[src/rtl/branch_tag_allocator.sv]
// Branch-stack tag allocator: hands one-hot checkpoint tags to dispatching
// branches, tracks older/younger dependencies between live slots, frees on
// correct resolve and bulk-frees the squashed subtree on a mispredict.
// Optional build macro: BRAT_ALLOC_STATS_EN adds stall/squash statistics counters.
module branch_tag_allocator #(
  parameter int unsigned BS_SIZE = 4,
  parameter int unsigned CNT_W   = $clog2(BS_SIZE + 1)
) (
  input  logic               clock,
  input  logic               reset,
  input  logic               alloc_req,
  output logic               alloc_grant,
  output logic               checkpoint_write,
  output logic [BS_SIZE-1:0] checkpoint_mask,
  output logic [BS_SIZE-1:0] cur_dep_mask,
  input  logic               resolve_valid,
  input  logic [BS_SIZE-1:0] resolve_mask,
  input  logic               resolve_mispredict,
  output logic [BS_SIZE-1:0] squash_mask,
  output logic               stall,
  output logic [CNT_W-1:0]   free_count
`ifdef BRAT_ALLOC_STATS_EN
  ,
  output logic [31:0]        stat_stall_cycles,
  output logic [31:0]        stat_squashes,
  output logic [31:0]        stat_slots_squashed
`endif
);

  logic [BS_SIZE-1:0] busy_q, busy_d;
  logic [BS_SIZE-1:0] dep_q [BS_SIZE];
  logic [BS_SIZE-1:0] dep_d [BS_SIZE];

  logic               res_onehot;
  logic               res_valid;
  logic               mispredict_v;
  logic               correct_v;
  logic [BS_SIZE-1:0] clr_mask;
  logic [BS_SIZE-1:0] cand_oh;
  logic               cand_found;

  // Qualify the resolve: one-hot and pointing at a live slot, otherwise ignored.
  always_comb begin
    res_onehot   = (resolve_mask != '0) &&
                   ((resolve_mask & (resolve_mask - BS_SIZE'(1))) == '0);
    res_valid    = resolve_valid & res_onehot & (|(resolve_mask & busy_q));
    mispredict_v = res_valid & resolve_mispredict;
    correct_v    = res_valid & ~resolve_mispredict;
    clr_mask     = correct_v ? resolve_mask : '0;
  end

  // Lowest-index free slot in registered state (a slot freed this cycle is not a candidate).
  always_comb begin
    cand_oh    = '0;
    cand_found = 1'b0;
    for (int i = 0; i < BS_SIZE; i++) begin
      if (!busy_q[i] && !cand_found) begin
        cand_oh[i] = 1'b1;
        cand_found = 1'b1;
      end
    end
  end

  // Squash set: the mispredicted slot plus every live slot that depends on it.
  always_comb begin
    squash_mask = '0;
    for (int j = 0; j < BS_SIZE; j++) begin
      squash_mask[j] = mispredict_v &
                       (resolve_mask[j] | (busy_q[j] & (|(dep_q[j] & resolve_mask))));
    end
  end

  // Grant and status outputs; a squash blocks the wrong-path branch from allocating.
  always_comb begin
    stall            = &busy_q;
    alloc_grant      = alloc_req & ~stall & ~mispredict_v;
    checkpoint_write = alloc_grant;
    checkpoint_mask  = alloc_grant ? cand_oh : '0;
    cur_dep_mask     = busy_q;
    free_count       = '0;
    for (int i = 0; i < BS_SIZE; i++) begin
      free_count = free_count + CNT_W'(!busy_q[i]);
    end
  end

  // Next busy/dependency state from resolve, squash and grant.
  always_comb begin
    busy_d = (busy_q & ~clr_mask & ~squash_mask) | (alloc_grant ? cand_oh : '0);
    for (int j = 0; j < BS_SIZE; j++) begin
      dep_d[j] = dep_q[j] & ~clr_mask;
      if (clr_mask[j] || squash_mask[j]) begin
        dep_d[j] = '0;
      end
      if (alloc_grant && cand_oh[j]) begin
        dep_d[j] = busy_q & ~clr_mask;
      end
    end
  end

  // Slot state registers.
  always_ff @(posedge clock or negedge reset) begin
    if (!reset) begin
      busy_q <= '0;
      for (int j = 0; j < BS_SIZE; j++) begin
        dep_q[j] <= '0;
      end
    end else begin
      busy_q <= busy_d;
      for (int j = 0; j < BS_SIZE; j++) begin
        dep_q[j] <= dep_d[j];
      end
    end
  end

`ifdef BRAT_ALLOC_STATS_EN
  logic [31:0] sq_pop;

  // Number of slots killed this cycle.
  always_comb begin
    sq_pop = '0;
    for (int i = 0; i < BS_SIZE; i++) begin
      sq_pop = sq_pop + 32'(squash_mask[i]);
    end
  end

  // Free-running statistics counters, wrapping at 2^32.
  always_ff @(posedge clock or negedge reset) begin
    if (!reset) begin
      stat_stall_cycles   <= '0;
      stat_squashes       <= '0;
      stat_slots_squashed <= '0;
    end else begin
      if (alloc_req && stall) stat_stall_cycles <= stat_stall_cycles + 32'd1;
      if (mispredict_v)       stat_squashes     <= stat_squashes + 32'd1;
      stat_slots_squashed <= stat_slots_squashed + sq_pop;
    end
  end
`endif

endmodule

[config.mk]
export PLATFORM = sky130hd
export DESIGN_NAME = branch_tag_allocator
export DESIGN_NICKNAME = d
export VERILOG_FILES = /design/src/rtl/branch_tag_allocator.sv
export SDC_FILE = /design/constraint.sdc
export NUM_CORES = 1
export LEC_CHECK = 0
export CAP_MARGIN = 25
export CORE_ASPECT_RATIO = 0.7
export CORE_MARGIN = 4
export CORE_UTILIZATION = 47
export CTS_CLUSTER_DIAMETER = 30
export DETAILED_ROUTE_END_ITERATION = 10
export PLACE_DENSITY = 0.77
export REMOVE_ABC_BUFFERS = 1
export SETUP_SLACK_MARGIN = 0.15
export SYNTH_ARGS = -nofsm -noshare
export SYNTH_HDL_FRONTEND = slang
export SYNTH_SLANG_ARGS = --single-unit
[constraint.sdc]
create_clock -name clock -period 2 [get_ports clock]
set_input_delay 0.3 -clock clock [delete_from_list [all_inputs] [get_ports clock]]
set_output_delay 0.3 -clock clock [all_outputs]
set_load 0.01 [all_outputs]
==> summary.md, run 1 <==
| Metric | Value |
|---|---|
| Status | `complete, but fails checks` |
| Failing checks | `negative setup slack` |
| Port bufs | `26` |
| Synth Register Bits | `16` |
| N_diodes | `0` |
| Total clock buffers created by CTS | `3` |
| Crit path from | `cur_dep_mask[1]` |
| Pre-CTS setup slack | `-0.659 ns` |
| RSZ-0062 raised after global routing | `yes` |
| Synthesized instance count | `113` |
| Die area | `3060 um2` |
| First-pass GRT wire length | `6710 um` |
| Count of final setup violators | `13` |
| Final hold vios | `0` |
| Vias per cell | `7.12` |
| DR WL/cell | `26.9 um` |
| Setup_tns | `-1.63 ns` |
| GRT Total Usage | `0.296` |
| Crit-path leading delay family | `compound AO/OA/AOI/OAI gates` |
| Initial core utilization | `0.528` |
| CTS root buffer | `clkbuf_4` |
| CTS tree | `built` |
| CP max-delay cell | `dfrtp_2` |
| Worst endpoint data arrival time | `1.92 ns` |
| Reg2Reg Setup Slack | `0.01 ns` |
| Most used cell, CP | `buf_6` |
| Hold/Removal Path Class | `input port to asynchronous set/reset pin` |
| CTS H-tree depth | `1` |
| Row Count | `13` |
| Worst Setup Start Kind | `flop` |
| Worst slew margin | `0.516` |
| Initial drt markers | `200` |
| Final worst-path setup slack | `-0.217 ns` |
| Element type at the critical path end | `output port` |
| Clock power share | `0.082` |
| Clk sinks | `16` |
| Num ports | `27` |
| Final Max Slew Viols | `0` |
| CP Capture Point | `checkpoint_mask[3]` |
| Cell Count, Final, Fillers Out | `214` |
| Pwr per Cell Area | `1410 nW/um2` |
| Worst slew pin tran | `0.724 ns` |
| Nets | `197` |
| RD Place Congestion | `0.969` |
| Max-capacitance violation count | `0` |
| Cts hold-fix bufs | `0` |
| FMAX | `451 MHz` |
| Final hold slack | `0.425 ns` |
| # placed instances | `199` |
| Core Area | `1980 um2` |
| Worst R2R Path Depth | `7` |
| YS warnings | `0` |
| Post-DRT Antenna Nets | `0` |
| Logic pwr share | `0.685` |
| Pre-Repair DR Iteration Count | `8` |
| Worst Skew | `0.00325 ns` |
| Vias in the first global route | `1284` |
| Final period utilization | `1.11` |
| Largest net degree at the start of global routing | `17` |
| Slowest cell delay on critical path | `0.45 ns` |
| Synthesis-to-finish area growth | `84.1%` |
| LEAKAGE | `0.946 nW` |
| DRC | `0` |
| Cell Chain, Critical Path | `buf_6, a22oi_2, a21o_1, o21ai_2, or3_4, inv_2, buf_6` |
| Grt ovf | `0` |
| WP data required | `1.70 ns` |
| Cell Int Power | `1.51 mW` |
| Vias after detailed routing | `1524` |
| Stages on the worst setup path | `7` |
| Sequential fraction of the synthesis area | `0.382` |
| Die Ht | `47.5 um` |
| Seq pwr share | `0.233` |
| Detail Placement HPWL | `2680 um` |
| Clk buf depth | `2` |
| Min cycle time layout | `2.22 ns` |
| Synth Cell Area | `1050 um2` |
| Worst VDD drop | `0.874 mV` |
| Switching share of power | `0.447` |
| FF-to-FF Start | `cur_dep_mask[1]` |
| Clk slew on worst S/H paths | `0.10 ns` |
| Final WL | `5760 um` |
| Share of cells above drive strength 1 | `0.609` |
| Post-synth cell types | `35` |
| Initial antenna violation count | `0` |
| Crit-path max FO | `3` |
| Sw Pwr | `1.22 mW` |
| Latest clock arrival within the worst-skew pair | `0.30 ns` |
| Crit Path Class | `flop to output port` |
| Synth Area per Inst | `9.28 um2` |
| R2r endpoint | `dep_q[11]` |
| Die W | `64.5 um` |
| Number of buffers and inverters on the critical path | `3` |
-- power by group through the flow --
stage | logic (mW) | clock network (mW) | registers, mW
after global placement | 1.17 | 0 | 0.588
after floorplan | 0.554 | 0 | 0.599
after global routing | 1.94 | 0.235 | 0.641
final | 1.87 | 0.224 | 0.635
after detailed placement | 1.23 | 0 | 0.596
after CTS | 1.47 | 0.222 | 0.603
-- flip-flops by register name, summed over array words and instances, names as in the netlist --
signal and flops:
cur_dep_mask 4, dep_q 12
-- kinds of logic (layout without fill, tap and decap cells) --
group	after synthesis	in the layout	synth area share
compound gates	34	34	0.264
xor+xnor	1	1	0.00835
fa+ha+maj	3	3	0.0430
buf+inv	17	88	0.0776
flops	16	16	0.382
simple gates	42	42	0.226
-- synth_stat cells --
cell | number | area share
ha_1 | 2 | 0.024
a21oi_1 | 4 | 0.019
inv_1 | 11 | 0.039
nor4b_4 | 1 | 0.023
buf_2 | 2 | 0.0095
and3_4 | 1 | 0.011
nand2_2 | 1 | 0.0060
buf_6 | 1 | 0.011
nand2_1 | 7 | 0.025
nor2_1 | 10 | 0.036
nor2b_1 | 1 | 0.0060
a211o_2 | 1 | 0.0095
a222oi_1 | 4 | 0.038
nand3_1 | 17 | 0.081
a21boi_2 | 2 | 0.021
fa_1 | 1 | 0.019
a211oi_2 | 1 | 0.012
o21ai_1 | 5 | 0.024
inv_2 | 1 | 0.0036
or3_4 | 1 | 0.011
buf_4 | 2 | 0.014
o2111ai_2 | 1 | 0.014
a22oi_1 | 2 | 0.014
nor4b_2 | 1 | 0.014
a21o_1 | 2 | 0.014
dfrtp_1 | 16 | 0.38
or4_1 | 1 | 0.0072
nand2b_1 | 1 | 0.0060
xor2_1 | 1 | 0.0084
o211ai_2 | 1 | 0.012
a21oi_2 | 1 | 0.0084
a21boi_1 | 1 | 0.0072
o21bai_4 | 1 | 0.018
o22ai_1 | 5 | 0.030
o211ai_1 | 3 | 0.021
-- metrics by stage --
stage / utilization / cell area (um2) / power (mW)
final: 0.973 / 1930 / 2.73
after CTS: 0.886 / 1760 / 2.29
after global routing: 0.973 / 1930 / 2.82
after global placement: 0.793 / 1570 / 1.76
after detailed placement: 0.793 / 1570 / 1.83
after floorplan: - / 1010 / 1.15
-- how the worst min path moves through the flow --
stage | startpoint | endpoint | slack [ns] | depth (start not counted)
floorplan | reset | cur_dep_mask[0] | 0.004 | 0
global placement | dep_q[4] | dep_q[4] | 0.53 | 2
detailed placement | dep_q[13] | dep_q[13] | 0.54 | 2
CTS | reset | dep_q[13] | 0.45 | 1
global route | reset | dep_q[7] | 0.47 | 1
finish | reset | dep_q[0] | 0.43 | 1
-- area by class of cell --
type	count	area, um2
fillers	34	53.8
multi-input cells	80	754
flip-flops and latches	16	404
inverters	12	45.0
repair buffers	72	653
clock buffers	4	36.3
well taps	30	37.5
-- placed cells by master (no fill, tap or decap), drive strengths merged, types with 3 or more instances in the layout --
master	Yosys	layout
clkdlybuf4s50	0	8
a21oi	5	5
dfrtp	16	16
a21boi	3	3
nor2	10	10
o22ai	5	5
o21ai	5	5
nand3	17	17
clkbuf	0	4
a222oi	4	4
o211ai	4	4
buf	5	60
inv	12	12
clkdlybuf4s15	0	3
nand2	8	8
-- per-layer routing --
metal	GRT usage	wire, um
met5	0	0
met4	0.0882	557
met3	0.0798	812
met2	0.541	2490
met1	0.355	1900
-- what timing repair did --
item	in CTS	in global routing
buffers inserted	8	4
setup endpoints to repair	29	30
pin swaps	18	17
gates resized for setup	98	35
(Power assumes the default switching activity.)
==> run 2, diff against run 1 <==
--- a/config.mk
+++ b/config.mk
@@ -11,6 +11,7 @@
 export CORE_UTILIZATION = 47
 export CTS_CLUSTER_DIAMETER = 30
 export DETAILED_ROUTE_END_ITERATION = 10
+export MAX_ROUTING_LAYER = met4
 export PLACE_DENSITY = 0.77
 export REMOVE_ABC_BUFFERS = 1
 export SETUP_SLACK_MARGIN = 0.15
==> run 2 against run 1 <==
The run now fails in 5_1_grt. Area after synthesis is the same. Synthesized cell count is the same.
==> summary.md, run 2 <==
| Metric | Value |
|---|---|
| Status | `did not finish` |
| Failed at | `5_1_grt` |
| Err | `[ERROR DPL-0038] Utilization greater than 100%, impossible to legalize` |
| EDFF count, synth | `0` |
| CTS root buffer | `clkbuf_4` |
| RD Place Congestion | `0.958` |
| Clk sinks | `16` |
| Initial core utilization | `0.528` |
| Crit. endpoint post-GRT repair | `free_count[1]` |
| Commonest cells in the netlist | `nand3_1, dfrtp_1, inv_1, nor2_1, nand2_1` |
| Async SR Flop Fraction | `1.00` |
| Num ports | `27` |
| Post-synth top area share | `0.382` |
| Synth Area per Inst | `9.28 um2` |
| Worst EP Category | `primary output` |
| Synth area leader | `dfrtp_1` |
| Pre-CTS setup slack | `-0.694 ns` |
| Largest net degree at the start of global routing | `17` |
| Port bufs | `26` |
| YS warnings | `0` |
| Ys flop type | `dfrtp_1` |
| Sequential fraction of the synthesis area | `0.382` |
| Row Count | `13` |
| Top-count cell post-synth | `nand3_1` |
| Synthesized instance count | `113` |
| Die W | `64.5 um` |
| Clk buf depth | `2` |
| CTS H-tree depth | `1` |
| Area contributors post-synth | `dfrtp_1, nand3_1, inv_1` |
| Synth Cell Area | `1050 um2` |
| Total clock buffers created by CTS | `3` |
| Die Ht | `47.5 um` |
| Synth Register Bits | `16` |
| Detail Placement HPWL | `2600 um` |
| Post-synth cell types | `35` |
## run 2: stage by stage
stage / cell area (um2) / TNS, ns / hold WS (ns) / util / cells
after global placement: 1570 / -9.19 / 0.524 / 0.789 / 198
after CTS: 1840 / -0.660 / 0.451 / 0.926 / 213
after floorplan: 1010 / 0 / 0.00441 / - / 108
after detailed placement: 1570 / -10.41 / 0.535 / 0.789 / 198
## run 2: timing repair
action                                  in CTS
gates resized for setup                    107
setup buffers                               11
endpoints found under the setup margin      28
hold buffers                                 0
pin swaps                                   11
## run 2: logic make-up after synthesis
logic type	count (synthesis)	share of synthesized area
xor+xnor	1	0.00835
buf+inv	17	0.0776
simple gates	42	0.226
flops	16	0.382
fa+ha+maj	3	0.0430
compound gates	34	0.264
==> run 3, diff against run 2 <==
==> config.mk (replaced) <==
export PLATFORM = sky130hd
export DESIGN_NAME = branch_tag_allocator
export DESIGN_NICKNAME = d
export VERILOG_FILES = /design/src/rtl/branch_tag_allocator.sv
export SDC_FILE = /design/constraint.sdc
export NUM_CORES = 1
export LEC_CHECK = 0
export CAP_MARGIN = 25
export CORE_AREA = 4 4 65 67
export DETAILED_ROUTE_END_ITERATION = 10
export DIE_AREA = 0 0 69 71
export PLACE_DENSITY_LB_ADDON = 0.15
export REMOVE_ABC_BUFFERS = 1
export SYNTH_ARGS = -nofsm -noshare
export SYNTH_HDL_FRONTEND = slang
export SYNTH_SLANG_ARGS = --single-unit
==> run 3 against run 2 <==
The flow now finishes, with violations (negative setup slack).
==> summary.md, run 3 (synthesis results as in run 1) <==
| Metric | Value |
|---|---|
| Cell Count, Final, Fillers Out | `229` |
| Sw Pwr | `0.846 mW` |
| Latest clock arrival within the worst-skew pair | `0.25 ns` |
| Power, Total | `2.23 mW` |
| Worst slew pin tran | `0.345 ns` |
| Final hold vios | `0` |
| Detail Placement HPWL | `2570 um` |
| WP data required | `1.70 ns` |
| CTS root buffer | `clkbuf_8` |
| Synthesis-to-finish area growth | `65.0%` |
| N_diodes | `0` |
| Fillers | `375` |
| Status | `complete, but fails checks` |
| DP Area | `1600 um2` |
| DR WL/cell | `14.7 um` |
| FF-to-FF Start | `cur_dep_mask[2]` |
| FF/Latch Area | `402 um2` |
| Commonest non-fill, non-tap cells in the layout | `buf_4, nand3_1, dfrtp_1` |
| Nets | `195` |
| Count of final setup violators | `4` |
| Vias in the first global route | `1124` |
| CTS tree | `built` |
| Grt ovf | `0` |
| Most common cell after layout, fill and taps aside | `buf_4` |
| FMAX | `471 MHz` |
| Row Count | `22` |
| GRT Total Usage | `0.144` |
| Seq pwr share | `0.266` |
| Failing checks | `negative setup slack` |
| Crit Path Class | `flop to output port` |
| Logic pwr share | `0.626` |
| Reg2Reg Setup Slack | `0.21 ns` |
| Final hold slack | `0.368 ns` |
| # placed instances | `217` |
| Worst endpoint data arrival time | `1.82 ns` |
| Cts hold-fix bufs | `0` |
| Cell Int Power | `1.38 mW` |
| Initial core utilization | `0.289` |
| Crit-path max FO | `2` |
| Clk slew on worst S/H paths | `0.06 ns` |
| Clock power share | `0.108` |
| Final worst-path setup slack | `-0.122 ns` |
| Min cycle time layout | `2.12 ns` |
| Post-DRT Antenna Nets | `0` |
| Die area | `4900 um2` |
| Largest net degree at the start of global routing | `17` |
| CTS H-tree depth | `1` |
| Element type at the critical path end | `output port` |
| Port bufs | `26` |
| LEAKAGE | `0.881 nW` |
| Max reg flops | `12` |
| Clk buf depth | `2` |
| Worst Skew | `0.00431 ns` |
| Core Area | `3630 um2` |
| Hold/Removal Path Class | `input port to asynchronous set/reset pin` |
| Multi-input combinational cell area | `626 um2` |
| Die Ht | `71 um` |
| Vias per cell | `4.98` |
| Final period utilization | `1.06` |
| Setup_tns | `-0.210 ns` |
| Worst R2R Path Depth | `9` |
| Final instance area | `1730 um2` |
| Worst VDD drop | `0.411 mV` |
| Pwr per Cell Area | `1290 nW/um2` |
| Max-capacitance violation count | `0` |
| Worst slew margin | `0.769` |
| DRC | `0` |
| First-pass GRT wire length | `5640 um` |
| Pre-CTS setup slack | `-0.681 ns` |
| Biggest register | `dep_q` |
| RD Place Congestion | `0.798` |
| Clk sinks | `16` |
| Total clock buffers created by CTS | `3` |
| Num ports | `27` |
| Initial drt markers | `55` |
| Final Max Slew Viols | `0` |
| Final core occ | `0.476` |
| Worst Setup Start Kind | `flop` |
| Vias after detailed routing | `1140` |
| RSZ-0062 raised after global routing | `yes` |
| Share of cells above drive strength 1 | `0.481` |
| Pre-Repair DR Iteration Count | `4` |
| R2r endpoint | `dep_q[10]` |
| Final WL | `3370 um` |
| Die W | `69 um` |
| Initial antenna violation count | `0` |
| Switching share of power | `0.379` |
==> run 3: what timing repair did <==
item	in CTS	in global routing
setup buffers	4	5
resized for setup	66	18
pin swaps	5	9
endpoints found under the setup margin	14	13
==> run 3: critical path, stage by stage, from the launching register on <==
cell	delay, ns
dfrtp_1	0.40
buf_6	0.13
fa_1	0.51
inv_2	0.05
ha_4	0.15
ha_4	0.25
buf_6	0.09
==> run 3: layer usage <==
metal | global-route usage | routed length (um)
met1 | 0.185 | 1570
met4 | 0.0456 | 43
met2 | 0.245 | 1590
met5 | 0 | 0
met3 | 0.0284 | 176
==> run 3: power groups by stage <==
stage / sequential, mW / combinational [mW] / clock, mW
final: 0.593 / 1.40 / 0.242
after global routing: 0.612 / 1.52 / 0.259
after CTS: 0.597 / 1.25 / 0.249
after detailed placement: 0.594 / 1.20 / 0
after global placement: 0.591 / 1.20 / 0
after floorplan: 0.599 / 0.554 / 0
==> run 3: area by class of cell <==
| type | count | area share |
|---|---|---|
| clock buffers | 3 | 0.0239 |
| multi-input cells | 80 | 0.362 |
| inverters | 12 | 0.0260 |
| repair buffers | 70 | 0.322 |
| well taps | 48 | 0.0347 |
| flip-flops and latches | 16 | 0.232 |
==> run 3: worst max path at each step <==
| stage | from | to | slack [ns] | depth (start not counted) |
|---|---|---|---|---|
| 3_5_place_dp | resolve_mask[3] | checkpoint_mask[3] | -0.68 | 7 |
| 2_1_floorplan | cur_dep_mask[1] | free_count[1] | 0.20 | 4 |
| 4_1_cts | cur_dep_mask[1] | checkpoint_mask[3] | -0.12 | 7 |
| 3_3_place_gp | resolve_mask[3] | checkpoint_mask[3] | -0.60 | 7 |
| 6_report | cur_dep_mask[1] | free_count[1] | -0.12 | 6 |
| 5_1_grt | cur_dep_mask[1] | free_count[1] | -0.17 | 6 |
==> run 4, diff against run 3 <==
--- a/config.mk
+++ b/config.mk
@@ -6,9 +6,9 @@
 export NUM_CORES = 1
 export LEC_CHECK = 0
 export CAP_MARGIN = 25
-export CORE_AREA = 4 4 65 67
+export CORE_AREA = 2 2 63 65
 export DETAILED_ROUTE_END_ITERATION = 10
-export DIE_AREA = 0 0 69 71
+export DIE_AREA = 0 0 65 67
 export PLACE_DENSITY_LB_ADDON = 0.15
 export REMOVE_ABC_BUFFERS = 1
 export SYNTH_ARGS = -nofsm -noshare
==> run 4 against run 3 <==
The run still ends with negative setup slack left. Final area rose by 5.5%. Worst setup slack better by 0.050 ns. Worst hold slack got worse by 0.0081 ns. Non-clock buffer count is 7 higher. Critical endpoint unchanged. Via count up 3.0%. Total power rose by 1.7%. First-iteration DRC count fell by 11%. Register-to-register slack worse by 0.02 ns. Die area fell by 11%. Utilization up 3.0 points. Largest power group unchanged. Largest cell class unchanged. Clock skew down 0.0016 ns.
==> summary.md, run 4 (synthesis results as in run 1) <==
| Metric | Value |
|---|---|
| Synthesis-to-finish area growth | `74.1%` |
| Share of cells above drive strength 1 | `0.516` |
| Clk sinks | `16` |
| CTS root buffer | `clkbuf_8` |
| Min cycle time layout | `2.07 ns` |
| Worst slew margin | `0.792` |
| RD Place Congestion | `0.813` |
| FMAX | `482 MHz` |
| Crit-path leading delay family | `adder cells` |
| Max reg flops | `12` |
| Most used cell, CP | `ha_4` |
| Cell Count, Final, Fillers Out | `236` |
| Initial core utilization | `0.291` |
| Vias after detailed routing | `1174` |
| First-pass GRT wire length | `5910 um` |
| Grt ovf | `0` |
| Final Max Slew Viols | `0` |
| Die area | `4360 um2` |
| Total clock buffers created by CTS | `3` |
| R2r endpoint | `dep_q[1]` |
| Pre-Repair DR Iteration Count | `6` |
| DR WL/cell | `14.7 um` |
| Largest net degree at the start of global routing | `17` |
| N_diodes | `0` |
| Element type at the critical path end | `output port` |
| Number of buffers and inverters on the critical path | `2` |
| Crit path from | `cur_dep_mask[1]` |
| Worst endpoint data arrival time | `1.77 ns` |
| Cts hold-fix bufs | `0` |
| Pre-CTS setup slack | `-0.704 ns` |
| Worst Skew | `0.00270 ns` |
| Slowest cell delay on critical path | `0.57 ns` |
| CP max-delay cell | `fa_1` |
| Worst R2R Path Depth | `8` |
| Most common cell after layout, fill and taps aside | `buf_4` |
| Reg2Reg Setup Slack | `0.19 ns` |
| Post-DRT Antenna Nets | `0` |
| CTS H-tree depth | `1` |
| Clk buf depth | `2` |
| Cell Chain, Critical Path | `fa_1, inv_2, ha_4, ha_4, buf_6` |
| Clk slew on worst S/H paths | `0.07 ns` |
| Initial drt markers | `49` |
| Failing checks | `negative setup slack` |
| RSZ-0062 raised after global routing | `yes` |
| FF-to-FF Start | `cur_dep_mask[1]` |
| Max-capacitance violation count | `0` |
| Nets | `202` |
| Stages on the worst setup path | `5` |
| Status | `complete, but fails checks` |
| DRC | `0` |
| Worst VDD drop | `0.404 mV` |
| Vias per cell | `4.97` |
| Vias in the first global route | `1250` |
| Worst Setup Start Kind | `flop` |
| Final WL | `3480 um` |
| Detail Placement HPWL | `2630 um` |
| Commonest non-fill, non-tap cells in the layout | `buf_4, nand3_1, dfrtp_1` |
| Initial antenna violation count | `0` |
| Row Count | `22` |
| # placed instances | `221` |
| Crit-path max FO | `3` |
| Die Ht | `67 um` |
| LEAKAGE | `0.925 nW` |
| Biggest register | `dep_q` |
| Hold/Removal Path Class | `input port to asynchronous set/reset pin` |
| Count of final setup violators | `5` |
| Die W | `65 um` |
| Num ports | `27` |
| WP data required | `1.70 ns` |
| Core Area | `3610 um2` |
| GRT Total Usage | `0.178` |
| Final worst-path setup slack | `-0.0726 ns` |
| Pwr per Cell Area | `1240 nW/um2` |
| Latest clock arrival within the worst-skew pair | `0.25 ns` |
| CP Capture Point | `free_count[1]` |
| CTS tree | `built` |
| Final hold vios | `0` |
| Worst slew pin tran | `0.312 ns` |
| Port bufs | `26` |
| Crit Path Class | `flop to output port` |
| Final period utilization | `1.04` |
run 4: how the worst min path moves through the flow:
stage	end	slack, ns	cells past startpoint
6_report	cur_dep_mask[0]	0.36	2
5_1_grt	cur_dep_mask[1]	0.41	2
4_1_cts	cur_dep_mask[0]	0.37	2
3_5_place_dp	dep_q[13]	0.55	2
3_3_place_gp	dep_q[4]	0.54	2
2_1_floorplan	cur_dep_mask[0]	0.004	0
run 4: what timing repair did:
| action | 4_1_cts | 5_1_grt |
|---|---|---|
| pin swaps | 11 | 7 |
| setup buffers | 9 | 3 |
| endpoints found under the hold margin | 0 | 0 |
| gates resized for setup | 78 | 9 |
| endpoints found under the setup margin | 15 | 13 |
run 4: final cells by class:
type	count	area (um2)
clock buffers	3	41.3
inverters	12	45.0
fillers	338	1780
multi-input cells	80	666
well taps	48	60.1
flip-flops and latches	16	402
repair buffers	77	612
run 4: metrics by stage:
step	cell area, um2	setup TNS, ns	util	hold slack, ns	power (mW)
after floorplan	1010	0	-	0.00441	1.15
after global placement	1630	-7.86	0.451	0.537	1.81
after detailed placement	1630	-9.48	0.451	0.546	1.83
after CTS	1810	-0.288	0.501	0.373	2.23
after global routing	1830	-0.723	0.506	0.406	2.44
final	1830	-0.162	0.506	0.360	2.27
run 4: routing by layer:
layer	GRT usage	part of all wire	vias to the layer above
met5	0	0	-
met2	0.338	0.52	52
met3	0.0220	0.057	6
li1	-	-	564
met4	0.0612	0.016	0
met1	0.205	0.41	552
run 4: worst register-to-register path, stage by stage (launching register included):
cell and delay [ns]:
dfrtp_1 0.42, buf_6 0.14, a22oi_2 0.20, a21o_1 0.20, o21ai_2 0.07, or3_4 0.33, buf_4 0.14, buf_4 0.15
a21boi_2 0.11
run 4: power by group:
part	leakage, nW	switching, mW	internal, mW	total, mW
logic	0.717	0.645	0.781	1.43
clock network	0.0216	0.114	0.134	0.248
registers	0.186	0.115	0.479	0.593
